## config.mk

```make
export PLATFORM = sky130hd
export DESIGN_NAME = mux_scan_ctrl_flat
export DESIGN_NICKNAME = d
export VERILOG_FILES = /design/src/rtl/mux_scan_ctrl_if.sv /design/src/rtl/mux_scan_ctrl.sv /design/src/flat_wrapper.sv
export SDC_FILE = /design/constraint.sdc
export NUM_CORES = 1
export LEC_CHECK = 0
export BUFFER_PORTS_ARGS = -buffer_cell sky130_fd_sc_hd__clkbuf_2
export CAP_MARGIN = 15
export CORE_MARGIN = 10
export CORE_UTILIZATION = 60
export CTS_BUF_LIST = sky130_fd_sc_hd__clkbuf_8
export CTS_CLUSTER_SIZE = 12
export DETAILED_ROUTE_END_ITERATION = 16
export GPL_ROUTABILITY_DRIVEN = 0
export HOLD_SLACK_MARGIN = 0.02
export PLACE_DENSITY = 0.82
export SLEW_MARGIN = 20
export SYNTH_ARGS = -nofsm -noshare
export SYNTH_HDL_FRONTEND = slang
export SYNTH_SLANG_ARGS = --single-unit
```

## constraint.sdc

```tcl
create_clock -name clk_in -period 3.2 [get_ports clk_in]
set_input_delay 0.32 -clock clk_in [delete_from_list [all_inputs] [get_ports clk_in]]
set_output_delay 0.32 -clock clk_in [all_outputs]
set_load 0.005 [all_outputs]
```

## src/rtl/mux_scan_ctrl_if.sv

```systemverilog
// Bundle between the scan sequencer and its environment: scan control
// inputs, the mux select/enable it drives, the sampled mux output it reads
// back, and the scan status/result.
interface mux_scan_ctrl_if #(
  parameter int unsigned NUM_CH  = 7,
  parameter int unsigned DWELL_W = 4
);
  logic               start_in;
  logic               stop_in;
  logic               cont_in;
  logic [NUM_CH-1:0]  ch_mask_in;
  logic [DWELL_W-1:0] dwell_in;
  logic               mux_sample_in;
  logic [2:0]         sel_out;
  logic               en_out;
  logic               busy_out;
  logic               done_out;
  logic [NUM_CH-1:0]  result_out;

  modport master (
    output start_in, stop_in, cont_in, ch_mask_in, dwell_in, mux_sample_in,
    input  sel_out, en_out, busy_out, done_out, result_out
  );

  modport slave (
    input  start_in, stop_in, cont_in, ch_mask_in, dwell_in, mux_sample_in,
    output sel_out, en_out, busy_out, done_out, result_out
  );
endinterface

```

## src/rtl/mux_scan_ctrl.sv

```systemverilog
// Scan sequencer for the 7:1 mux stage. Steps sel/en through the enabled
// channels, waits dwell+1 settle cycles on each, samples the mux output for
// one cycle and assembles one result bit per channel.
module mux_scan_ctrl #(
  parameter int unsigned NUM_CH  = 7,
  parameter int unsigned DWELL_W = 4
) (
  input logic               clk_in,
  input logic               rst_in,
  mux_scan_ctrl_if.slave    bus
);

  typedef enum logic [1:0] {IDLE, SETTLE, SAMPLE} state_t;

  state_t             state_q, state_d;
  logic [2:0]         ch_q, ch_d;
  logic [DWELL_W-1:0] cnt_q, cnt_d;
  logic [NUM_CH-1:0]  shadow_q, shadow_d;
  logic [NUM_CH-1:0]  result_q, result_d;
  logic               done_q, done_d;
  logic [NUM_CH-1:0]  mask_q, mask_d;
  logic [DWELL_W-1:0] dwell_q, dwell_d;
  logic               cont_q, cont_d;

  logic [NUM_CH-1:0]  merged;
  logic [3:0]         found;

  // Lowest set mask bit at index >= lo; returns {valid, index}.
  function automatic logic [3:0] find_set(input logic [NUM_CH-1:0] m,
                                          input logic [3:0]        lo);
    logic [3:0] r;
    r = '0;
    for (int unsigned i = NUM_CH; i > 0; i--) begin
      if (m[i-1] && (4'(i - 1) >= lo)) r = {1'b1, 3'(i - 1)};
    end
    return r;
  endfunction

  // Shadow result with the bit of the channel currently being sampled.
  always_comb begin
    merged = shadow_q;
    for (int unsigned i = 0; i < NUM_CH; i++) begin
      if (3'(i) == ch_q) merged[i] = bus.mux_sample_in;
    end
  end

  // Next-state and datapath updates; stop_in overrides everything while busy.
  always_comb begin
    state_d  = state_q;
    ch_d     = ch_q;
    cnt_d    = cnt_q;
    shadow_d = shadow_q;
    result_d = result_q;
    done_d   = 1'b0;
    mask_d   = mask_q;
    dwell_d  = dwell_q;
    cont_d   = cont_q;
    found    = '0;
    case (state_q)
      IDLE: begin
        if (bus.start_in && !bus.stop_in) begin
          if (bus.ch_mask_in != '0) begin
            found    = find_set(bus.ch_mask_in, 4'd0);
            mask_d   = bus.ch_mask_in;
            dwell_d  = bus.dwell_in;
            cont_d   = bus.cont_in;
            shadow_d = '0;
            ch_d     = found[2:0];
            cnt_d    = bus.dwell_in;
            state_d  = SETTLE;
          end else begin
            result_d = '0;
            done_d   = 1'b1;
          end
        end
      end
      SETTLE: begin
        if (bus.stop_in)       state_d = IDLE;
        else if (cnt_q == '0)  state_d = SAMPLE;
        else                   cnt_d   = cnt_q - 1'b1;
      end
      SAMPLE: begin
        if (bus.stop_in) begin
          state_d = IDLE;
        end else begin
          shadow_d = merged;
          found    = find_set(mask_q, {1'b0, ch_q} + 4'd1);
          if (found[3]) begin
            ch_d    = found[2:0];
            cnt_d   = dwell_q;
            state_d = SETTLE;
          end else begin
            result_d = merged;
            done_d   = 1'b1;
            if (cont_q) begin
              found    = find_set(mask_q, 4'd0);
              shadow_d = '0;
              ch_d     = found[2:0];
              cnt_d    = dwell_q;
              state_d  = SETTLE;
            end else begin
              state_d = IDLE;
            end
          end
        end
      end
      default: state_d = IDLE;
    endcase
  end

  // State and datapath registers.
  always_ff @(posedge clk_in or posedge rst_in) begin
    if (rst_in) begin
      state_q  <= IDLE;
      ch_q     <= '0;
      cnt_q    <= '0;
      shadow_q <= '0;
      result_q <= '0;
      done_q   <= 1'b0;
      mask_q   <= '0;
      dwell_q  <= '0;
      cont_q   <= 1'b0;
    end else begin
      state_q  <= state_d;
      ch_q     <= ch_d;
      cnt_q    <= cnt_d;
      shadow_q <= shadow_d;
      result_q <= result_d;
      done_q   <= done_d;
      mask_q   <= mask_d;
      dwell_q  <= dwell_d;
      cont_q   <= cont_d;
    end
  end

  // Select parks at 3'b111 whenever the mux is disabled.
  assign bus.sel_out    = (state_q == IDLE) ? 3'b111 : ch_q;
  assign bus.en_out     = (state_q != IDLE);
  assign bus.busy_out   = (state_q != IDLE);
  assign bus.done_out   = done_q;
  assign bus.result_out = result_q;

endmodule
```

## src/flat_wrapper.sv

```systemverilog
// flat-port wrapper written by rule: the top's interface ports become plain ports
module mux_scan_ctrl_flat 
#(
  parameter int unsigned NUM_CH  = 7,
  parameter int unsigned DWELL_W = 4
)
  (clk_in, rst_in, bus_start_in, bus_stop_in, bus_cont_in, bus_ch_mask_in, bus_dwell_in, bus_mux_sample_in, bus_sel_out, bus_en_out, bus_busy_out, bus_done_out, bus_result_out);
  mux_scan_ctrl_if #(.NUM_CH(NUM_CH), .DWELL_W(DWELL_W)) bus_i ();
  input logic clk_in;
  input logic rst_in;
  input wire logic [$bits(bus_i.start_in)-1:0] bus_start_in;
  input wire logic [$bits(bus_i.stop_in)-1:0] bus_stop_in;
  input wire logic [$bits(bus_i.cont_in)-1:0] bus_cont_in;
  input wire logic [$bits(bus_i.ch_mask_in)-1:0] bus_ch_mask_in;
  input wire logic [$bits(bus_i.dwell_in)-1:0] bus_dwell_in;
  input wire logic [$bits(bus_i.mux_sample_in)-1:0] bus_mux_sample_in;
  output wire logic [$bits(bus_i.sel_out)-1:0] bus_sel_out;
  output wire logic [$bits(bus_i.en_out)-1:0] bus_en_out;
  output wire logic [$bits(bus_i.busy_out)-1:0] bus_busy_out;
  output wire logic [$bits(bus_i.done_out)-1:0] bus_done_out;
  output wire logic [$bits(bus_i.result_out)-1:0] bus_result_out;
  assign bus_i.start_in = bus_start_in;
  assign bus_i.stop_in = bus_stop_in;
  assign bus_i.cont_in = bus_cont_in;
  assign bus_i.ch_mask_in = bus_ch_mask_in;
  assign bus_i.dwell_in = bus_dwell_in;
  assign bus_i.mux_sample_in = bus_mux_sample_in;
  assign bus_sel_out = bus_i.sel_out;
  assign bus_en_out = bus_i.en_out;
  assign bus_busy_out = bus_i.busy_out;
  assign bus_done_out = bus_i.done_out;
  assign bus_result_out = bus_i.result_out;
  mux_scan_ctrl #(.NUM_CH(NUM_CH), .DWELL_W(DWELL_W)) u_core (.clk_in(clk_in), .rst_in(rst_in), .bus(bus_i));
endmodule
```

; ---- Word level (Yosys, flattened, before mapping)
; Cells that the tools add are included.
[word_totals]
out_inout_bits = 13
wordCells = 126
reg_bits = 36
[op_classes]
n_reduce_logical = 22
addsub = 2
magnitude_cmp = 7
n_eq_ne = 17
n_mux = 69
[ops]
columns = operator, count
row1 = 4-bit two-way mux, 16
row2 = 7-bit two-way mux, 9
row3 = 3-bit two-way mux, 20
row4 = 7-bit case mux with 2 select lines, 2
row5 = "3-bit by 4-bit greater-or-equal comparator with 1-bit output, first input constant", 3
row6 = 1-bit two-way mux, 12
row7 = 2-bit two-way mux, 6
row8 = 4-bit case mux with 3 select lines, 1
row9 = "2-bit inequality test, second input constant", 5
row10 = 5-bit AND reduction, 2
row11 = "3-bit == test, first input constant", 3
row12 = "1-bit by 4-bit greater-or-equal comparator with 1-bit output, first input constant", 2
row13 = "2-bit by 4-bit greater-or-equal comparator with 1-bit output, first input constant", 2
row14 = 1-bit logical AND, 8
row15 = 7-bit AND reduction, 1
row16 = 7-bit nonzero test, 1
row17 = "2-bit by 3-bit == test with 1-bit output, first input constant", 2
row18 = 2-bit case mux with 3 select lines, 1
row19 = 3-bit case mux with 2 select lines, 1
row20 = 3-bit AND reduction, 2
row21 = "3-bit by 1-bit adder with 4-bit output, second input constant", 1
row22 = 4-bit logical NOT, 1
row23 = "2-bit by 1-bit inequality test with 1-bit output, second input constant", 2
row24 = 4-bit AND reduction, 1
row25 = 12 further kinds, 13

; ---- Longest topological paths before layout
; Gate-level depths: netlist of the first run.
[logic_depth]
ltp_word = 15
depth_mapped = 9
ltp_nobuf = 7

; ---- Worst setup path before layout of the first run
; Ideal clock, no wire load.
[synth_timing]
path_type = register to register
startpoint = register u_core.ch_q[0]
endpoint = register u_core.shadow_q[3]
stages_incl_launch_ff = 8
path_buffers = 0
path_slack_ns = 0.466
arrival_ns = 2.610
period_less_slack_ns = 2.734
setup_ns = 0.124
cell_sequence = dfrtp_1 > ha_1 > ha_1 > or3b_1 > a221o_1 > o41ai_4 > nor3_1 > a211o_1
[synth_via]
elab_chain_cells = 15
elab_cells_between_ends = 30
classes_between = add/sub (1) / order compare (7) / eq/ne (1) / mux (14) / reduce/logical (7)
[synth_lines]
columns = item, line
row1 = from (decl), mux_scan_ctrl.sv:16  ; logic [2:0] ch_q, ch_d;
row2 = from (signal assigned), mux_scan_ctrl.sv:125  ; ch_q <= ch_d;
row3 = 3-bit by 1-bit adder with 4-bit output, mux_scan_ctrl.sv:87  ; found = find_set(mask_q, {1'b0, ch_q} + 4'd1);
row4 = 3-bit by 4-bit greater-or-equal comparator with 1-bit output, mux_scan_ctrl.sv:34  ; if (m[i-1] && (4'(i - 1) >= lo)) r = {1'b1, 3'(i - 1)};
row5 = 1-bit logical AND, mux_scan_ctrl.sv:34
row6 = 4-bit two-way mux (7 in series), mux_scan_ctrl.sv:34
row7 = 4-bit two-way mux, mux_scan_ctrl.sv:83  ; if (bus.stop_in) begin
row8 = 4-bit two-way mux, mux_scan_ctrl.sv:59  ; case (state_q)
row9 = 7-bit two-way mux *, mux_scan_ctrl.sv:88  ; if (found[3]) begin
row10 = 7-bit two-way mux *, mux_scan_ctrl.sv:83
row11 = 7-bit case mux with 2 select lines *, mux_scan_ctrl.sv:59
row12 = to (signal assigned), mux_scan_ctrl.sv:127  ; shadow_q <= shadow_d;
row13 = to (decl), mux_scan_ctrl.sv:18  ; logic [NUM_CH-1:0] shadow_q, shadow_d;
; Every way passes the cells marked *; elsewhere a longest branch is shown, timed or not. The select of a mux whose other input is x is not followed.
; A chain may end at the register's enable or synchronous reset.

; ---- Worst setup path after layout of the first run
[layout_timing]
startpoint = register u_core.ch_q[2]
endpoint = register u_core.shadow_q[3]
; The elaborated chain is that of the path after synthesis.

==> results of run 1 <==
==> Yosys cell counts, types with 2 or more instances <==
| cell type | number | area, sq um |
|---|---|---|
| or3b_1 | 2 | 17.5 |
| and3_1 | 2 | 12.5 |
| a2111o_1 | 2 | 22.5 |
| clkbuf_1 | 10 | 37.5 |
| nor2b_1 | 4 | 25.0 |
| nand2_1 | 36 | 135 |
| nor2_1 | 9 | 33.8 |
| nand4_1 | 3 | 18.8 |
| mux2i_1 | 2 | 20.0 |
| o21bai_1 | 2 | 15.0 |
| o21ai_0 | 11 | 55.1 |
| o311ai_0 | 2 | 17.5 |
| ha_1 | 11 | 138 |
| a31oi_1 | 7 | 43.8 |
| or3_1 | 2 | 12.5 |
| o21a_1 | 4 | 30.0 |
| nor4_1 | 2 | 12.5 |
| mux2_2 | 13 | 146 |
| a21oi_1 | 10 | 50.1 |
| and2_1 | 3 | 18.8 |
| nand2b_1 | 5 | 31.3 |
| a31o_2 | 5 | 43.8 |
| a211oi_1 | 3 | 22.5 |
| a21o_1 | 2 | 15.0 |
| inv_1 | 15 | 56.3 |
| o2bb2ai_1 | 6 | 52.6 |
| nor3b_1 | 2 | 15.0 |
| a21boi_0 | 4 | 30.0 |
| nor3_1 | 3 | 15.0 |
| o31ai_1 | 8 | 60.1 |
| dfrtp_1 | 36 | 901 |
| nand3_1 | 3 | 15.0 |
| a22oi_1 | 4 | 30.0 |
==> per-stage QoR <==
stage | instance area [sq um] | power [mW]
3_3_place_gp | 2540 | 2.15
4_1_cts | 2670 | 2.62
2_1_floorplan | 2330 | 1.81
6_report | 2670 | 2.63
3_5_place_dp | 2540 | 2.18
5_1_grt | 2670 | 2.86
==> cell type report <==
class / instances / area share [%]
clock buffers: 7 / 3.61
clock inverters: 1 / 1.12
inverters: 16 / 2.25
multi-input cells: 187 / 49.6
flip-flops and latches: 36 / 33.7
well taps: 48 / 2.25
repair buffers: 36 / 7.40
==> state kept, by name, summed over array words and instances, names as in the netlist <==
signal and flops:
u_core.cont_q 1, u_core.cnt_q 4, u_core.state_q 2, u_core.shadow_q 7
u_core.bus.done_out 1, u_core.dwell_q 4, u_core.mask_q 7, u_core.bus.result_out 7
u_core.ch_q 3
==> routing by layer <==
metal	track usage, %	vias up	routed length (um)
li1	-	991	-
met1	22.9	984	2560
met2	28.9	63	2610
met3	4.54	8	327
met4	6.46	0	80
met5	0	-	0
==> tightest hold or removal path, stage by stage <==
cell,delay (ns)
clkbuf_2,0.08
inv_1,0.04
buf_4,0.39
==> logic make-up (layout without fill, tap and decap cells) <==
logic type                 after synthesis  count (layout)  synth area share [%]
AOI/OAI and AO/OA                       81              81                  26.6
xor gates and xnor gates                 1               1                 0.376
adders and majority gates               11              11                  5.90
buffers and inverters                   27              60                  4.51
DFF                                     36              36                  38.6
muxes                                   16              16                  7.62
and+or+nand+nor                         78              78                  16.3
==> how the worst max path moves through the flow <==
stage                               from                  endpoint  slack [ns]  cells after the start
after floorplan           u_core.ch_q[0]        u_core.shadow_q[3]        0.47                      7
after global placement    u_core.ch_q[2]        u_core.shadow_q[3]        0.46                      7
after detailed placement  u_core.ch_q[2]  u_core.bus.result_out[2]        0.40                      7
after CTS                 u_core.ch_q[2]        u_core.shadow_q[3]        0.35                      7
after global routing      u_core.ch_q[2]  u_core.bus.result_out[4]        0.12                      7
final                     u_core.ch_q[2]        u_core.shadow_q[3]        0.34                      7
==> power groups by stage <==
stage	Sequential, mW	Clock [mW]	Combinational (mW)
5_1_grt	0.796	0.464	1.60
4_1_cts	0.762	0.444	1.42
3_3_place_gp	0.765	0	1.38
3_5_place_dp	0.771	0	1.41
6_report	0.768	0.435	1.43
2_1_floorplan	0.716	0	1.10
==> metrics.csv, run 1 <==
metric,value,unit
outcome,"complete, no violations",
Hold Crit Class,in -> async,
CP max stage delay,0.44,ns
Crit path max-delay family,compound AO/OA/AOI/OAI gates,
nets,310,
most frequent cells in the layout,"36 x nand2_1, 36 x dfrtp_1, 29 x clkbuf_2, 15 x inv_1, 13 x mux2_2",
# Max-Cap Violations,0,
Clock Sinks,36,
Critical R2R Capture,u_core.shadow_q[3],
area growth from synthesis to layout,14.5,%
layout cells sized above 1,23.0,%
I/O Buffers,29,
CP bufs+invs,1,
drt pass-1 iters,4,
Hold Fails Final Rpt,0,
Initial Util,62.7,%
cells along the critical path,clkinv_1 -> ha_1 -> or3b_1 -> a221o_1 -> o41ai_4 -> nor3_1 -> a211o_1,
Lkg Pwr,1.20,nW
CP Max Fanout,8,
Fin Hold WS,0.0989,ns
Sw Pwr,1.15,mW
H-tree Lvls,2,
reg2reg path depth,7,
global-route wire length before repair,9.51,mm
gr ovfl total,0,
number of fill cells,297,
clk root buf,clkbuf_8,
via/cell ratio,6.18,
DRC,0,
core footprint,0.00372,sq mm
design internal power,1.48,mW
Cells after DPL,323,
Post-DP HPWL,4.23,mm
r2r startpoint,u_core.ch_q[2],
final WL,5.58,mm
unrepaired setup endpoints after global routing,no,
vias in the first global route,2029,
Antenna Cells,0,
synthesized area,0.00233,sq mm
Final period util,89.4,%
ys async rst share,100,%
"EDFF count, synth",0,
TNS Setup,0,ns
CP endpoint kind,register,
Slew Limit Fails,0,
CTS Buf Count,5,
post-route insts no fill,331,
Tightest Pin Transition,0.910,ns
area of the die,0.00678,sq mm
Setup CP Type,reg -> reg,
Comb pwr share,54.2,%
worst ir drop on vdd,659,uV
Synth cell types,50,
initial antenna violation count,0,
CP Launch Type,register,
Vert. Die Dim,82.3,um
"flops & latches, synth",36,
slack of the critical path,0.338,ns
Post-synth top flop,dfrtp_1,
setup violators final,0,
wire per inst,16.8,um
Sw Share,43.7,%
clock network power share,16.5,%
relative slew slack,39.1,%
Detailed Route Iter0 Violations,174,
clock latency on the worst-skew pair,0.29,ns
antenna-violating nets left,0,
Worst EP arrival,3.05,ns
gr usage total,18.0,%
Syn Nets,278,
fmax,0.349,GHz
register area,901,sq um
flop-to-flop setup slack,0.34,ns
PD cells,984,mW/mm^2
multi-input logic area,0.00133,sq mm
maximum number of pins on one net before global-route repair,37,
Longest Clk Path Bufs,2,
number of setup buffers added after CTS,0,
"Hold-fix buffers, CTS",0,
"CTS clk-pin slew, worst paths",0.08,ns
Avg Inst Size Synth,9.32,sq um
pre-CTS setup slack,0.397,ns
Rows,22,
post_cts resized,0,
CTS tree,yes,
Util after Layout,71.9,%
Die Span X,82.3,um
Seq pwr share,29.2,%
Post-Syn Instances,250,
minimum clock period,2.86,ns
CP required,3.39,ns
Worst path slowest cell,a221o_1,
number of placed I/O pins,30,
Setup Skew,0.0117,ns
Vias,2046,
Syn. warnings,0,
"Seq/Total Area, Yosys",38.6,%
No activity file was read; power rests on OpenSTA's default activity.
==> run 2, diff against run 1 <==
--- a/config.mk
+++ b/config.mk
@@ -8,13 +8,12 @@
 export BUFFER_PORTS_ARGS = -buffer_cell sky130_fd_sc_hd__clkbuf_2
 export CAP_MARGIN = 15
 export CORE_MARGIN = 10
-export CORE_UTILIZATION = 60
+export CORE_UTILIZATION = 30
 export CTS_BUF_LIST = sky130_fd_sc_hd__clkbuf_8
 export CTS_CLUSTER_SIZE = 12
 export DETAILED_ROUTE_END_ITERATION = 16
 export GPL_ROUTABILITY_DRIVEN = 0
 export HOLD_SLACK_MARGIN = 0.02
-export PLACE_DENSITY = 0.82
 export SLEW_MARGIN = 20
 export SYNTH_ARGS = -nofsm -noshare
 export SYNTH_HDL_FRONTEND = slang
==> run 2 against run 1 <==
Die area increased by 73%. Non-clock buffer count unchanged. Critical path depth unchanged. Utilization decreased by 36 points. Largest cell class unchanged. Register-to-register slack improved by 0.05 ns.
==> metrics.csv, run 2 (synthesis gave the netlist of run 1 again) <==
metric,value,unit,change
design internal power,1.38,mW,was 1.48 mW
CTS Buf Count,5,,unchanged
maximum number of pins on one net before global-route repair,37,,unchanged
Rows,32,,was 22
Antenna Cells,0,,unchanged
"Hold-fix buffers, CTS",0,,unchanged
number of setup buffers added after CTS,0,,unchanged
PD cells,936,mW/mm^2,was 984 mW/mm^2
area growth from synthesis to layout,16.0,%,was 14.5%
post-route insts no fill,385,,was 331
initial antenna violation count,0,,unchanged
post_cts resized,0,,unchanged
Final period util,87.8,%,was 89.4%
Die Span X,108,um,was 82.3 um
final WL,5.89,mm,was 5.58 mm
CP endpoint kind,register,,unchanged
multi-input logic area,0.00133,sq mm,unchanged
Fin Hold WS,0.122,ns,was 0.0989 ns
wire per inst,15.3,um,was 16.8 um
Lkg Pwr,1.19,nW,was 1.20 nW
clock network power share,13.0,%,was 16.5%
flop-to-flop setup slack,0.39,ns,was 0.34 ns
Hold Crit Class,in -> async,,unchanged
core footprint,0.00765,sq mm,was 0.00372 sq mm
# Max-Cap Violations,0,,unchanged
CP required,3.40,ns,was 3.39 ns
CP Launch Type,register,,unchanged
number of fill cells,789,,was 297
setup violators final,0,,unchanged
outcome,"complete, no violations",,unchanged
Clock Sinks,36,,unchanged
fmax,0.356,GHz,was 0.349 GHz
Hold Fails Final Rpt,0,,unchanged
worst ir drop on vdd,473,uV,was 659 uV
Post-DP HPWL,4.61,mm,was 4.23 mm
DRC,0,,unchanged
drt pass-1 iters,4,,unchanged
area of the die,0.0117,sq mm,was 0.00678 sq mm
via/cell ratio,5.24,,was 6.18
Sw Pwr,1.15,mW,about the same
minimum clock period,2.81,ns,was 2.86 ns
vias in the first global route,2141,,was 2029
Detailed Route Iter0 Violations,103,,was 174
Setup CP Type,reg -> reg,,unchanged
layout cells sized above 1,23.0,%,unchanged
Initial Util,30.5,%,was 62.7%
CTS tree,yes,,unchanged
Worst EP arrival,3.01,ns,was 3.05 ns
reg2reg path depth,7,,unchanged
gr usage total,10.5,%,was 18.0%
Setup Skew,0.00370,ns,was 0.0117 ns
clk root buf,clkbuf_8,,unchanged
Sw Share,45.5,%,was 43.7%
Tightest Pin Transition,0.718,ns,was 0.910 ns
Vias,2018,,was 2046
CP Max Fanout,8,,unchanged
global-route wire length before repair,10.1,mm,was 9.51 mm
relative slew slack,51.7,%,was 39.1%
Seq pwr share,30.3,%,was 29.2%
register area,901,sq um,unchanged
pre-CTS setup slack,0.401,ns,was 0.397 ns
TNS Setup,0,ns,unchanged
I/O Buffers,29,,unchanged
clock latency on the worst-skew pair,0.28,ns,was 0.29 ns
Cells after DPL,377,,was 323
gr ovfl total,0,,unchanged
unrepaired setup endpoints after global routing,no,,unchanged
Comb pwr share,56.7,%,was 54.2%
Vert. Die Dim,108,um,was 82.3 um
Longest Clk Path Bufs,2,,unchanged
Util after Layout,35.4,%,was 71.9%
most frequent cells in the layout,"36 x nand2_1, 36 x dfrtp_1, 29 x clkbuf_2, 15 x inv_1, 13 x mux2_2",,unchanged
"CTS clk-pin slew, worst paths",0.07,ns,was 0.08 ns
slack of the critical path,0.389,ns,was 0.338 ns
nets,310,,unchanged
Slew Limit Fails,0,,unchanged
antenna-violating nets left,0,,unchanged
number of placed I/O pins,30,,unchanged
H-tree Lvls,2,,unchanged
==> run 2: cell count changes in the layout (fill, tap and decap cells not counted), sizes merged <==
cell | previous run | this run
clkinv | 1 | 3
bufinv | 1 | 0
clkbuf | 36 | 35
==> run 2: per-layer routing <==
layer  wire length, um  global-route usage, %  vias up
li1                  -                      -      982
met1              2570                   12.0      983
met2              2970                   18.5       41
met3               198                   1.78       12
met4               156                   4.77        0
met5                 0                      0        -
==> run 2: power by group through the flow <==
stage	clock network [mW]	registers, mW	logic (mW)
2_1_floorplan	0	0.716	1.10
3_3_place_gp	0	0.769	1.42
3_5_place_dp	0	0.777	1.43
4_1_cts	0.343	0.767	1.44
5_1_grt	0.367	0.794	1.62
6_report	0.330	0.767	1.43
==> run 2: cell type report <==
type	instances	area share (%)
clock buffers	6	3.05
clock inverters	2	0.370
inverters	16	2.22
multi-input cells	187	49.0
flip-flops and latches	36	33.3
well taps	102	4.72
repair buffers	36	7.31
==> run 2: final timing paths <==
check / start / endpoint
min reg2reg: u_core.shadow_q[6] / u_core.shadow_q[6]
min in group clk_in: bus_cont_in / u_core.cont_q
max reg2reg: u_core.ch_q[2] / u_core.bus.result_out[2]
max in group asynchronous: rst_in / u_core.mask_q[0]
max: u_core.ch_q[2] / u_core.bus.result_out[2]
min: rst_in / u_core.shadow_q[4]
==> run 2: critical path: stages (launching register included) <==
cell and delay, ns:
dfrtp_1 0.45, clkinv_1 0.23, ha_1 0.37, or3b_1 0.42, a221o_1 0.44, o31ai_4 0.39
nand2_1 0.21, o2bb2ai_1 0.20
==> run 2: per-stage QoR <==
step | cell area [sq um] | power, mW
after CTS | 2700 | 2.55
final | 2700 | 2.53
after detailed placement | 2610 | 2.21
after global placement | 2610 | 2.19
after floorplan | 2330 | 1.81
after global routing | 2700 | 2.78
